### src/rtl/calc_pkg.sv
// Shared constants for the 3-bit multi-cycle calculator.
// Latency: n/a (constants only).
// Backpressure: n/a.
//
// Holds the FSM state encodings (4-bit, bit 3 always 0), the opcode values
// and the operand/result width used by calculator_fpga and calc_alu.
package calc_pkg;

  localparam int W = 3;

  // FSM state encodings, exported on CS for LED/debug display
  localparam logic [3:0] S_IDLE   = 4'd0;
  localparam logic [3:0] S_LOAD   = 4'd1;
  localparam logic [3:0] S_DECODE = 4'd2;
  localparam logic [3:0] S_ADD    = 4'd3;
  localparam logic [3:0] S_SUB    = 4'd4;
  localparam logic [3:0] S_AND    = 4'd5;
  localparam logic [3:0] S_XOR    = 4'd6;
  localparam logic [3:0] S_DONE   = 4'd7;

  // opcodes as presented on the op input
  localparam logic [1:0] OP_XOR = 2'd0;
  localparam logic [1:0] OP_AND = 2'd1;
  localparam logic [1:0] OP_SUB = 2'd2;
  localparam logic [1:0] OP_ADD = 2'd3;

endpackage

### src/rtl/calc_alu.sv
// Combinational 3-bit ALU: XOR / AND / SUB / ADD, results wrap modulo 8.
// Latency: 0 cycles (purely combinational).
// Backpressure: none; output follows inputs.
//
// Ports:
//   a, b : operands (W bits)
//   op   : opcode (OP_XOR/OP_AND/OP_SUB/OP_ADD)
//   y    : result, truncated to W bits
module calc_alu
  import calc_pkg::*;
(
  input  logic [W-1:0] a,
  input  logic [W-1:0] b,
  input  logic [1:0]   op,
  output logic [W-1:0] y
);

  // W-bit context gives the modulo-8 wrap for free (e.g. 0-1 = 7)
  always_comb begin
    y = '0;
    case (op)
      OP_ADD:  y = a + b;
      OP_SUB:  y = a - b;
      OP_AND:  y = a & b;
      OP_XOR:  y = a ^ b;
      default: y = '0;
    endcase
  end

endmodule

### src/rtl/calculator_fpga.sv
// Multi-cycle 3-bit calculator: IDLE->LOAD->DECODE->exec->DONE Moore FSM.
// Latency: go high in IDLE -> done high after exactly 4 posedges.
// Backpressure: none; go is sampled only in IDLE and ignored elsewhere.
//
// Ports:
//   clk  : system clock, all state changes on posedge
//   rst  : asynchronous active-low reset
//   go   : start request (sampled in IDLE)
//   op   : opcode 0=XOR 1=AND 2=SUB 3=ADD
//   in1  : operand A, in2 : operand B (captured on the LOAD edge)
//   CS   : current FSM state encoding
//   done : high while CS==DONE
//   out  : registered result, held outside the execute states
module calculator_fpga
  import calc_pkg::*;
(
  input  logic         clk,
  input  logic         rst,
  input  logic         go,
  input  logic [1:0]   op,
  input  logic [W-1:0] in1,
  input  logic [W-1:0] in2,
  output logic [3:0]   CS,
  output logic         done,
  output logic [W-1:0] out
);

  logic [3:0]   cs_q;
  logic [3:0]   cs_nxt;
  logic [W-1:0] a_q;
  logic [W-1:0] b_q;
  logic [1:0]   opr_q;
  logic [W-1:0] out_q;
  logic [W-1:0] alu_y;
  logic         exec;

  calc_alu u_alu (
    .a  (a_q),
    .b  (b_q),
    .op (opr_q),
    .y  (alu_y)
  );

  // state, operand capture and result registers
  always_ff @(posedge clk or negedge rst) begin
    if (!rst) begin
      cs_q  <= S_IDLE;
      a_q   <= '0;
      b_q   <= '0;
      opr_q <= '0;
      out_q <= '0;
    end else begin
      cs_q <= cs_nxt;
      if (cs_q == S_LOAD) begin
        a_q   <= in1;
        b_q   <= in2;
        opr_q <= op;
      end
      if (exec) begin
        out_q <= alu_y;
      end
    end
  end

  // next-state logic; unused encodings fall back to IDLE
  always_comb begin
    cs_nxt = S_IDLE;
    case (cs_q)
      S_IDLE:   cs_nxt = go ? S_LOAD : S_IDLE;
      S_LOAD:   cs_nxt = S_DECODE;
      S_DECODE: begin
        case (opr_q)
          OP_ADD:  cs_nxt = S_ADD;
          OP_SUB:  cs_nxt = S_SUB;
          OP_AND:  cs_nxt = S_AND;
          OP_XOR:  cs_nxt = S_XOR;
          default: cs_nxt = S_IDLE;
        endcase
      end
      S_ADD, S_SUB, S_AND, S_XOR: cs_nxt = S_DONE;
      S_DONE:   cs_nxt = S_IDLE;
      default:  cs_nxt = S_IDLE;
    endcase
  end

  // Moore outputs, decoded from state only
  always_comb begin
    exec = (cs_q == S_ADD) || (cs_q == S_SUB) ||
           (cs_q == S_AND) || (cs_q == S_XOR);
    done = (cs_q == S_DONE);
  end

  assign CS  = cs_q;
  assign out = out_q;

endmodule

### config.mk
export PLATFORM = sky130hd
export DESIGN_NAME = calculator_fpga
export DESIGN_NICKNAME = d
export VERILOG_FILES = /design/src/rtl/calc_pkg.sv /design/src/rtl/calc_alu.sv /design/src/rtl/calculator_fpga.sv
export SDC_FILE = /design/constraint.sdc
export NUM_CORES = 1
export LEC_CHECK = 0
export ABC_AREA = 1
export CAP_MARGIN = 20
export CELL_PAD_IN_SITES_DETAIL_PLACEMENT = 1
export CELL_PAD_IN_SITES_GLOBAL_PLACEMENT = 1
export CORE_ASPECT_RATIO = 1.4
export CORE_MARGIN = 5
export CORE_UTILIZATION = 39
export DETAILED_ROUTE_END_ITERATION = 6
export PLACE_DENSITY = 0.89
export RECOVER_POWER = 100
export SLEW_MARGIN = 20
export SYNTH_ARGS = -nofsm -noshare
export SYNTH_HDL_FRONTEND = slang
export SYNTH_SLANG_ARGS = --single-unit
### constraint.sdc
create_clock -name clk -period 2.9 [get_ports clk]
set_clock_uncertainty 0.1 [all_clocks]
set_input_delay 0.58 -clock clk [delete_from_list [all_inputs] [get_ports clk]]
set_output_delay 0.58 -clock clk [all_outputs]
set_load 0.01 [all_outputs]
[Yosys cells after proc, flatten, opt, wreduce, memory -nomap -nowiden]
Cells that the tools add are included.
Storage, ports and cells
  register bits after elaboration: 15
  input bits: 11
  output and inout bits: 8
  logic and storage cells: 29
Cells by class
  add/sub/neg operators: 2
  equality and inequality tests: 10
  muxes and demuxes: 4
  bitwise gates (word level): 2
  reduce and logical (&&, ||, !) cells: 6
Operators with widths (count)
  4-bit case mux with 4 select lines: 2
  4-bit by 3-bit equality test with 1-bit output (second input constant): 4
  3-bit case mux with 4 select lines: 1
  4-bit by 2-bit equality test with 1-bit output (second input constant): 2
  2-bit equality test (second input constant): 2
  4-bit by 1-bit equality test with 1-bit output (second input constant): 1
  4-bit zero test: 1
  4-bit OR reduction: 1
  3-bit adder: 1
  3-bit bitwise AND: 1
  1-bit logical OR: 3
  3-bit subtractor: 1
  3-bit XOR: 1
  2-bit by 1-bit equality test with 1-bit output (second input constant): 1
  2-bit zero test: 1
  1-bit two-way mux: 1

[Longest topological paths before layout]
Gate-level depths: netlist of the first run.
  depth in word-level cells: 4
  gate-level depth with buffers: 12
  gate-level depth less buffers: 12

[By module]
Synthesis of the first run repeated with hierarchy kept, for this count alone.
Second synthesis, totals
  cells, all modules: 113
  area, all modules: 884.6 um2
By module, submodules not included
  calculator_fpga: times used 1, cells an instance 72, area an instance 649.4 um2, sequential area each 350.3 um2
  calc_alu: times used 1, cells an instance 41, area an instance 235.2 um2, sequential area each 0.0 um2

[Worst setup path before layout of the first run]
Ideal clock, no wire load.
  kind: register to register
  start point: reg opr_q[0]
  end point: reg out_q[2], in the netlist out[2]
  library setup time: 120 ps
  data arrival time: 1560 ps
  data required time: 2680 ps
  slack: 1121 ps
  cell stages (with the launch flop): 12
  buffers on the path: 0
  period minus slack after synthesis: 1779 ps
  path through: dfrtp_1 -> inv_1 -> ha_1 -> nand2_1 -> o21ai_0 -> fa_1 -> o21ai_0 -> nand2_1 -> nand2_1 -> nand2_1 -> nand2_1 -> a21oi_2
On the way
  cells in the longest elaborated chain, start to end: 2
  elaborated cells between the ends (all ways): 5
  classes of those cells: eq/ne: 3; mux: 1; reduce/logical: 1
RTL lines
  start: declaration: line calculator_fpga.sv:32  | logic [1:0] opr_q;
  start signal: assignment: line calculator_fpga.sv:57  | opr_q <= op;
  2-bit by 1-bit equality test with 1-bit output, or another cell as far along: line calc_alu.sv:21  | case (op)
  3-bit case mux with 4 select lines (*): line calc_alu.sv:21
  end signal: assignment: line calculator_fpga.sv:60  | out_q <= alu_y;
  end: declaration: line calculator_fpga.sv:33  | logic [W-1:0] out_q;
Mark *: on every way between the ends. The rest lies on a longest branch, timed or not.
A chain may end at the register's enable or synchronous reset.

[Worst setup path after layout of the first run]
  start point: reg cs_q[1], in the netlist CS[1]
  end point: out done
On the way
  cells in the longest elaborated chain, start to end: 1
RTL lines
  start: declaration: line calculator_fpga.sv:28  | logic [3:0] cs_q;
  start signal: assignment: line calculator_fpga.sv:53  | cs_q <= cs_nxt;
  4-bit by 3-bit equality test with 1-bit output: line calculator_fpga.sv:90  | done = (cs_q == S_DONE);
  end: declaration: line calculator_fpga.sv:24  | output logic done,
No other way between the ends.

==> metrics.txt, run 1 <==
# TYPE chip_impl_metric gauge
chip_impl_metric{name="crit_arrival",unit="ps"} 1540
chip_impl_metric{name="floorplan.die.width",unit="um"} 49.85
chip_impl_metric{name="layout-drive-gt1-share",unit="%"} 10.08
chip_impl_metric{name="post-cts-setup-buffer-count",unit=""} 0
chip_impl_info{name="crit_family",value="buffers and inverters"} 1
chip_impl_metric{name="r2r_setup_slack",unit="ps"} 820
chip_impl_metric{name="synth_top_cell_area_share",unit="%"} 40.40
chip_impl_metric{name="synth.net_count",unit=""} 122
chip_impl_metric{name="dpl_ws",unit="ps"} 908.8
chip_impl_info{name="timing_worst_setup_path_type",value="flip-flop to primary output"} 1
chip_impl_metric{name="layout.nets",unit=""} 142
chip_impl_metric{name="grt_antenna_before_repair",unit=""} 0
chip_impl_metric{name="cts_hold_repair.buffers",unit=""} 0
chip_impl_metric{name="synth.cell_area",unit="um^2"} 867.1
chip_impl_info{name="synth_common_cells",value="sky130_fd_sc_hd__nand2_1 (24), sky130_fd_sc_hd__dfrtp_1 (14), sky130_fd_sc_hd__inv_1 (14), sky130_fd_sc_hd__ha_1 (9), sky130_fd_sc_hd__o21ai_0 (9)"} 1
chip_impl_metric{name="effective_utilization_at_floorplan",unit="%"} 40.29
chip_impl_metric{name="synthesis.instances",unit=""} 101
chip_impl_metric{name="cts.htree.levels",unit=""} 1
chip_impl_info{name="synthMostInstantiatedCell",value="sky130_fd_sc_hd__nand2_1"} 1
chip_impl_metric{name="hold-worst-slack",unit="ps"} 379.7
chip_impl_metric{name="max_clock_freq",unit="MHz"} 450.5
chip_impl_metric{name="r2r_cells",unit=""} 12
chip_impl_metric{name="cts.sinks",unit=""} 14
chip_impl_info{name="critical_path.reg2reg.endpoint",value="out[2]"} 1
chip_impl_metric{name="global_route_wire_length_before_repair",unit="um"} 3091
chip_impl_metric{name="avgRoutedWirePerCell",unit="um"} 13.58
chip_impl_metric{name="clock_latency",unit="ps"} 280
chip_impl_metric{name="critical_path.max_fanout",unit=""} 5
chip_impl_metric{name="final.period_utilization",unit="%"} 76.54
chip_impl_metric{name="synthesis.yosys.warnings",unit=""} 0
chip_impl_info{name="netlist_top_cells_area",value="sky130_fd_sc_hd__dfrtp_1 (40%), sky130_fd_sc_hd__ha_1 (13%), sky130_fd_sc_hd__nand2_1 (10%), sky130_fd_sc_hd__inv_1 (6.1%), sky130_fd_sc_hd__o21ai_0 (5.2%)"} 1
chip_impl_metric{name="clock_path_buffers",unit=""} 2
chip_impl_metric{name="ant_nets",unit=""} 0
chip_impl_metric{name="synth_enable_flop_cells",unit=""} 0
chip_impl_metric{name="dr_wl_met3",unit="um"} 132
chip_impl_metric{name="finalWorstPathRequiredPeriod",unit="ps"} 2220
chip_impl_metric{name="post_cts.resized_instances",unit=""} 0
chip_impl_metric{name="ys_types",unit=""} 23
chip_impl_metric{name="io_buffer_count",unit=""} 17
chip_impl_info{name="min_from",value="out[1]"} 1
chip_impl_metric{name="drcViolationCount",unit=""} 0
chip_impl_info{name="clock_root_buffer",value="sky130_fd_sc_hd__clkbuf_4"} 1
chip_impl_metric{name="fp.coreArea",unit="um^2"} 2152
chip_impl_metric{name="critPathMaxStageDelay",unit="ps"} 600
chip_impl_metric{name="die_area",unit="um^2"} 3280
chip_impl_metric{name="async_set_or_reset_flop_fraction_in_the_synthesized_netlist",unit="%"} 100.0
chip_impl_metric{name="globalRoute.totalOverflow",unit=""} 0
chip_impl_metric{name="worst_slew_margin_rel",unit="%"} 56.05
chip_impl_info{name="clock_tree_from_tritoncts",value="done"} 1
chip_impl_metric{name="synthesis.area_per_instance",unit="um^2"} 8.585
chip_impl_metric{name="cts-buffers-inserted",unit=""} 3
chip_impl_metric{name="setup_viol_count_final",unit=""} 0
chip_impl_metric{name="worst-slew-pin-transition",unit="ps"} 657.1
chip_impl_metric{name="hpwlAfterDp",unit="um"} 1530
chip_impl_metric{name="groute.usage.overall",unit="%"} 12.09
chip_impl_info{name="synth.largest_area_cell",value="sky130_fd_sc_hd__dfrtp_1"} 1
chip_impl_metric{name="synthToLayoutAreaGrowth",unit="%"} 21.64
chip_impl_metric{name="irDropWorstVdd",unit="mV"} 0.3772
chip_impl_metric{name="cp.required",unit="ps"} 2220
chip_impl_metric{name="finalHoldViolations",unit=""} 0
chip_impl_metric{name="ys_ff_latch",unit=""} 14
chip_impl_info{name="worst_reg2reg_startpoint",value="opr_q[0]"} 1
chip_impl_metric{name="std_cell_rows",unit=""} 20
chip_impl_metric{name="wl_met2",unit="um"} 1021
chip_impl_metric{name="average_vias_per_placed_instance",unit=""} 5.121
chip_impl_metric{name="clkSlewWorstSetupHoldPaths",unit="ps"} 90
chip_impl_metric{name="floorplan.die.height",unit="um"} 65.79
chip_impl_info{name="critical_path.cell_chain",value="nand3_1 > inv_1 > dlygate4sd3_1"} 1
chip_impl_metric{name="cellPowerDensity",unit="nW/um^2"} 1169
chip_impl_info{name="timing.critical_path.slowest_stage_cell",value="sky130_fd_sc_hd__dlygate4sd3_1"} 1
chip_impl_metric{name="whs_path_depth",unit=""} 2
chip_impl_metric{name="total_routed_wire_length_on_the_met1_layer",unit="um"} 747
chip_impl_metric{name="synth-seq-area-share",unit="%"} 40.40
chip_impl_metric{name="fillCellCount",unit=""} 260
chip_impl_metric{name="timing.setup.tns",unit="ps"} 0
chip_impl_metric{name="first_pass_iters",unit=""} 4
chip_impl_info{name="run_status",value="complete, no violations"} 1
chip_impl_metric{name="finalWeightedCongestion",unit=""} 0.7607
chip_impl_metric{name="critPathBufInv",unit=""} 2
chip_impl_metric{name="worst-path-stages",unit=""} 3
chip_impl_info{name="startpoint_type",value="flip-flop"} 1
chip_impl_info{name="timing.hold.worst_endpoint",value="out[1]"} 1
chip_impl_metric{name="grt_pass1_vias",unit=""} 722
chip_impl_metric{name="largest_net_degree_at_the_start_of_global_routing",unit=""} 17
chip_impl_metric{name="io_pins",unit=""} 19
chip_impl_metric{name="timing.max_cap.violations",unit=""} 0
chip_impl_metric{name="timing_max_transition_violations_final",unit=""} 0
chip_impl_metric{name="n_antenna_cell",unit=""} 0
chip_impl_metric{name="drtIter0Drc",unit=""} 15
chip_impl_metric{name="wl",unit="um"} 1915
chip_impl_info{name="rsz_0062_raised_after_global_routing",value="false"} 1
chip_impl_metric{name="num_vias",unit=""} 722
chip_impl_info{name="yosys_most_used_dff",value="sky130_fd_sc_hd__dfrtp_1"} 1
chip_impl_metric{name="leakagePower",unit="nW"} 0.5243
chip_impl_info{name="min_path_type",value="flip-flop to flip-flop"} 1
chip_impl_info{name="topRoutingLayerUsed",value="met4"} 1
chip_impl_info{name="worst_setup_path_end_kind",value="primary output"} 1
chip_impl_metric{name="setup_ws_post_layout",unit="ps"} 680.3
-- tightest hold or removal path, cell delays in order, from the launching register on --
cell                      delay [ps]
sky130_fd_sc_hd__dfrtp_1         350
sky130_fd_sc_hd__nand2_1          50
sky130_fd_sc_hd__nand2_1          50
-- cells in the final DEF (no fill, tap or decap), types with 2 or more instances in the layout --
| master | count |
|---|---|
| sky130_fd_sc_hd__clkbuf_4 | 3 |
| sky130_fd_sc_hd__clkdlybuf4s50_1 | 9 |
| sky130_fd_sc_hd__dfrtp_1 | 14 |
| sky130_fd_sc_hd__dlygate4sd3_1 | 8 |
| sky130_fd_sc_hd__ha_1 | 9 |
| sky130_fd_sc_hd__inv_1 | 14 |
| sky130_fd_sc_hd__inv_2 | 2 |
| sky130_fd_sc_hd__nand2_1 | 25 |
| sky130_fd_sc_hd__nand2_2 | 2 |
| sky130_fd_sc_hd__nand3_1 | 4 |
| sky130_fd_sc_hd__nor2_1 | 6 |
| sky130_fd_sc_hd__o21ai_0 | 10 |
| sky130_fd_sc_hd__o21ai_2 | 2 |
-- per-layer routing --
metal,track usage [%],vias up
met1,12.93,343
met2,23.41,22
met5,0,-
met3,2.483,4
li1,-,353
met4,2.951,0
-- registers in the layout (all words and copies together) (netlist names) --
signal	count
b_q	3
opr_q	2
a_q	3
out	3
CS	3
-- worst max-delay path by stage --
stage | from | endpoint | slack (ps)
after floorplan | opr_q[0] | out[2] | 1120
after global placement | b_q[1] | out[1] | 1030
after detailed placement | opr_q[0] | out[2] | 910
after CTS | CS[1] | done | 690
after global routing | CS[1] | done | 600
final | CS[1] | done | 680
-- final cells by class --
cell class	instances	area, um^2	share of cell area [%]
Timing Repair Buffer	17	170.2	16.13
Inverter	17	65.06	6.168
Sequential cell	14	350.3	33.21
Multi-Input combinational cell	68	419.2	39.74
Tap cell	22	27.53	2.610
Clock buffer	3	22.52	2.135
-- per-stage QoR --
step	utilization [%]	power, mW	cells	cell area (um^2)
2_1_floorplan	-	0.9155	101	867.1
4_1_cts	49.65	1.300	141	1069
3_5_place_dp	48.60	1.174	138	1046
5_1_grt	49.01	1.348	141	1055
6_report	49.01	1.233	141	1055
3_3_place_gp	48.60	1.120	138	1046
-- kinds of logic (layout without fill, tap and decap cells) --
| logic type | Yosys count | in the layout | synth area share [%] |
|---|---|---|---|
| flops | 14 | 14 | 40.40 |
| simple gates | 40 | 40 | 20.78 |
| fa+ha+maj | 10 | 10 | 15.30 |
| mux | 1 | 1 | 1.731 |
| other cells | 1 | 1 | 0.4325 |
| compound gates | 16 | 16 | 11.69 |
| buf+inv | 19 | 37 | 9.668 |
-- report_power, final --
part           switching, mW  internal, mW
Sequential            0.0866         0.298
Clock                 0.0625        0.0481
Combinational          0.433         0.304
Total                  0.582         0.651
No activity file was read; power rests on OpenSTA's default activity.
==> inputs of run 2 (changes only) <==
--- a/config.mk
+++ b/config.mk
@@ -11,9 +11,9 @@
 export CELL_PAD_IN_SITES_GLOBAL_PLACEMENT = 1
 export CORE_ASPECT_RATIO = 1.4
 export CORE_MARGIN = 5
-export CORE_UTILIZATION = 39
+export CORE_UTILIZATION = 32
 export DETAILED_ROUTE_END_ITERATION = 6
-export PLACE_DENSITY = 0.89
+export PLACE_DENSITY = 0.79
 export RECOVER_POWER = 100
 export SLEW_MARGIN = 20
 export SYNTH_ARGS = -nofsm -noshare
==> constraint.sdc (replaced) <==
create_clock -name clk -period 1.8 [get_ports clk]
set_clock_uncertainty 0.1 [all_clocks]
set_input_delay 0.36 -clock clk [delete_from_list [all_inputs] [get_ports clk]]
set_output_delay 0.36 -clock clk [all_outputs]
set_load 0.01 [all_outputs]
==> run 2 against run 1 <==
Against the previous run: the run now ends with setup timing left; register-to-register slack got worse by 840 ps; largest cell class unchanged; routed wire length increased by 24%; flip-flop and latch count unchanged; first-iteration DRC count decreased by 20%; sequential share of layout area decreased by 5.1 points; die area increased by 18%; via count increased by 12%; sequential power increased by 55%; critical path depth increased by 8; utilization decreased by 1.2 points.
==> metrics.txt, run 2 (same netlist as run 1, synthesis figures left out) <==
# TYPE chip_impl_metric gauge
chip_impl_metric{name="cts_hold_repair.buffers",unit=""} 0
chip_impl_metric{name="fillCellCount",unit=""} 321
chip_impl_metric{name="cts.sinks",unit=""} 14
chip_impl_metric{name="first_pass_iters",unit=""} 4
chip_impl_metric{name="layout.nets",unit=""} 157
chip_impl_metric{name="avgRoutedWirePerCell",unit="um"} 13.88
chip_impl_metric{name="irDropWorstVdd",unit="mV"} 0.7026
chip_impl_metric{name="effective_utilization_at_floorplan",unit="%"} 33.16
chip_impl_metric{name="max_clock_freq",unit="MHz"} 550.2
chip_impl_metric{name="cp.required",unit="ps"} 1920
chip_impl_metric{name="io_buffer_count",unit=""} 17
chip_impl_metric{name="grt_antenna_before_repair",unit=""} 0
chip_impl_metric{name="crit_arrival",unit="ps"} 1940
chip_impl_metric{name="cellPowerDensity",unit="nW/um^2"} 2015
chip_impl_metric{name="worst-slew-pin-transition",unit="ps"} 779.9
chip_impl_info{name="failed_checks",value="setup timing"} 1
chip_impl_info{name="mostFrequentLayoutCells",value="sky130_fd_sc_hd__nand2_1 (21), sky130_fd_sc_hd__dfrtp_1 (13), sky130_fd_sc_hd__inv_1 (10)"} 1
chip_impl_info{name="clock_root_buffer",value="sky130_fd_sc_hd__clkbuf_4"} 1
chip_impl_info{name="critical_path.cell_chain",value="inv_2 > ha_4 > o21ai_4 > fa_2 > inv_2 > nand2_2 > nand2_2 > nand2_1 > nand2_1 > nand2_1 > a21oi_2"} 1
chip_impl_metric{name="layout-drive-gt1-share",unit="%"} 31.85
chip_impl_metric{name="final-instance-count-excl-fill",unit=""} 171
chip_impl_metric{name="io_pins",unit=""} 19
chip_impl_metric{name="clock_latency",unit="ps"} 280
chip_impl_metric{name="critical_path.max_fanout",unit=""} 2
chip_impl_metric{name="cts-buffers-inserted",unit=""} 3
chip_impl_metric{name="grt_pass1_vias",unit=""} 869
chip_impl_metric{name="utilization",unit="%"} 47.80
chip_impl_metric{name="worst_slew_margin_rel",unit="%"} 48.00
chip_impl_metric{name="floorplan.die.height",unit="um"} 71.59
chip_impl_metric{name="drcViolationCount",unit=""} 0
chip_impl_metric{name="n_antenna_cell",unit=""} 0
chip_impl_info{name="leading_cell_type_in_the_layout_fill_and_taps_excluded",value="sky130_fd_sc_hd__nand2_1"} 1
chip_impl_metric{name="synthToLayoutAreaGrowth",unit="%"} 44.16
chip_impl_info{name="timing.critical_path.slowest_stage_cell",value="sky130_fd_sc_hd__dfrtp_1"} 1
chip_impl_info{name="rsz_0062_raised_after_global_routing",value="true"} 1
chip_impl_info{name="critical-path-top-cell-by-count",value="sky130_fd_sc_hd__nand2_1"} 1
chip_impl_metric{name="timing.setup.tns",unit="ps"} -17.57
chip_impl_metric{name="setup_viol_count_final",unit=""} 1
chip_impl_metric{name="ant_nets",unit=""} 0
chip_impl_info{name="worst_setup_path_end_kind",value="flip-flop"} 1
chip_impl_metric{name="die_area",unit="um^2"} 3866
chip_impl_metric{name="average_vias_per_placed_instance",unit=""} 4.719
chip_impl_metric{name="leakagePower",unit="nW"} 0.6005
chip_impl_info{name="min_path_type",value="flip-flop to flip-flop"} 1
chip_impl_metric{name="fp.coreArea",unit="um^2"} 2615
chip_impl_metric{name="timing.max_cap.violations",unit=""} 0
chip_impl_metric{name="cts.htree.levels",unit=""} 1
chip_impl_metric{name="dpl.cell_count",unit=""} 160
chip_impl_metric{name="critPathMaxStageDelay",unit="ps"} 390
chip_impl_metric{name="largest_net_degree_at_the_start_of_global_routing",unit=""} 15
chip_impl_metric{name="finalHoldViolations",unit=""} 0
chip_impl_metric{name="clock_path_buffers",unit=""} 2
chip_impl_metric{name="groute.usage.overall",unit="%"} 13.22
chip_impl_info{name="startpoint_type",value="flip-flop"} 1
chip_impl_metric{name="timing_max_transition_violations_final",unit=""} 0
chip_impl_metric{name="clkSlewWorstSetupHoldPaths",unit="ps"} 90
chip_impl_metric{name="drtIter0Drc",unit=""} 12
chip_impl_metric{name="r2r_setup_slack",unit="ps"} -20
chip_impl_metric{name="num_vias",unit=""} 807
chip_impl_metric{name="hpwlAfterDp",unit="um"} 1734
chip_impl_metric{name="final.period_utilization",unit="%"} 101.0
chip_impl_metric{name="finalWorstPathRequiredPeriod",unit="ps"} 1818
chip_impl_metric{name="wl",unit="um"} 2373
chip_impl_metric{name="std_cell_rows",unit=""} 22
chip_impl_metric{name="dpl_ws",unit="ps"} -113.8
chip_impl_info{name="timing_worst_setup_path_type",value="flip-flop to flip-flop"} 1
chip_impl_metric{name="globalRoute.totalOverflow",unit=""} 0
chip_impl_metric{name="floorplan.die.width",unit="um"} 54.00
chip_impl_metric{name="setup_ws_post_layout",unit="ps"} -17.57
chip_impl_metric{name="hold-worst-slack",unit="ps"} 394.2
chip_impl_info{name="clock_tree_from_tritoncts",value="done"} 1
chip_impl_metric{name="finalWeightedCongestion",unit=""} 0.8102
chip_impl_info{name="run_status",value="finished, violations left"} 1
chip_impl_metric{name="global_route_wire_length_before_repair",unit="um"} 3808
==> run 2: cell type report <==
type	count	area, um^2	share of cell area [%]
multi-input combinational	68	480.5	38.44
clock buffer	4	36.28	2.903
inverter	17	65.06	5.205
tap	36	45.04	3.604
sequential	14	351.6	28.13
timing repair buffer	32	271.5	21.72
==> run 2: path summary, 6_finish.rpt <==
path | to | cells after the start | from
max in group asynchronous | CS[2] | 2 | rst
worst max-delay path | out[2] | 11 | b_q[1]
min in group asynchronous | CS[0] | 2 | rst
worst min-delay path | out[0] | 2 | out[0]
worst max register to register | out[2] | 11 | b_q[1]
worst min register to register | out[0] | 2 | out[0]
==> run 2: power by group <==
group          switching, mW  internal, mW
logic                  0.918         0.772
clock network          0.109         0.123
registers              0.113         0.483
total                   1.14          1.38
==> run 2: worst max-delay path: cells and delay by family, from the launching register on <==
family	cells	cell delay, ps
adders and majority gates	2	650
DFF	1	390
and+or+nand+nor	5	320
AOI/OAI and AO/OA	2	160
buffers and inverters	2	150
==> run 2: per-stage QoR <==
stage | power, mW | cell area (um^2)
2_1_floorplan | 1.475 | 867.1
3_3_place_gp | 1.912 | 1124
3_5_place_dp | 2.025 | 1124
4_1_cts | 2.412 | 1214
5_1_grt | 2.751 | 1250
6_report | 2.518 | 1250
==> run 2: timing repair <==
item	4_1_cts	5_1_grt
buffers inserted	3	4
resized for setup	10	13
pin swaps	1	3
setup endpoints to repair	4	5
gates cloned	0	0
==> run 2: layer usage <==
metal	global-route usage, %	part of all wire (%)	up-vias
met5	0	0	-
met4	5.817	3.1	0
met3	2.079	4.1	6
met2	24.39	55	32
met1	14.03	38	383
li1	-	-	386
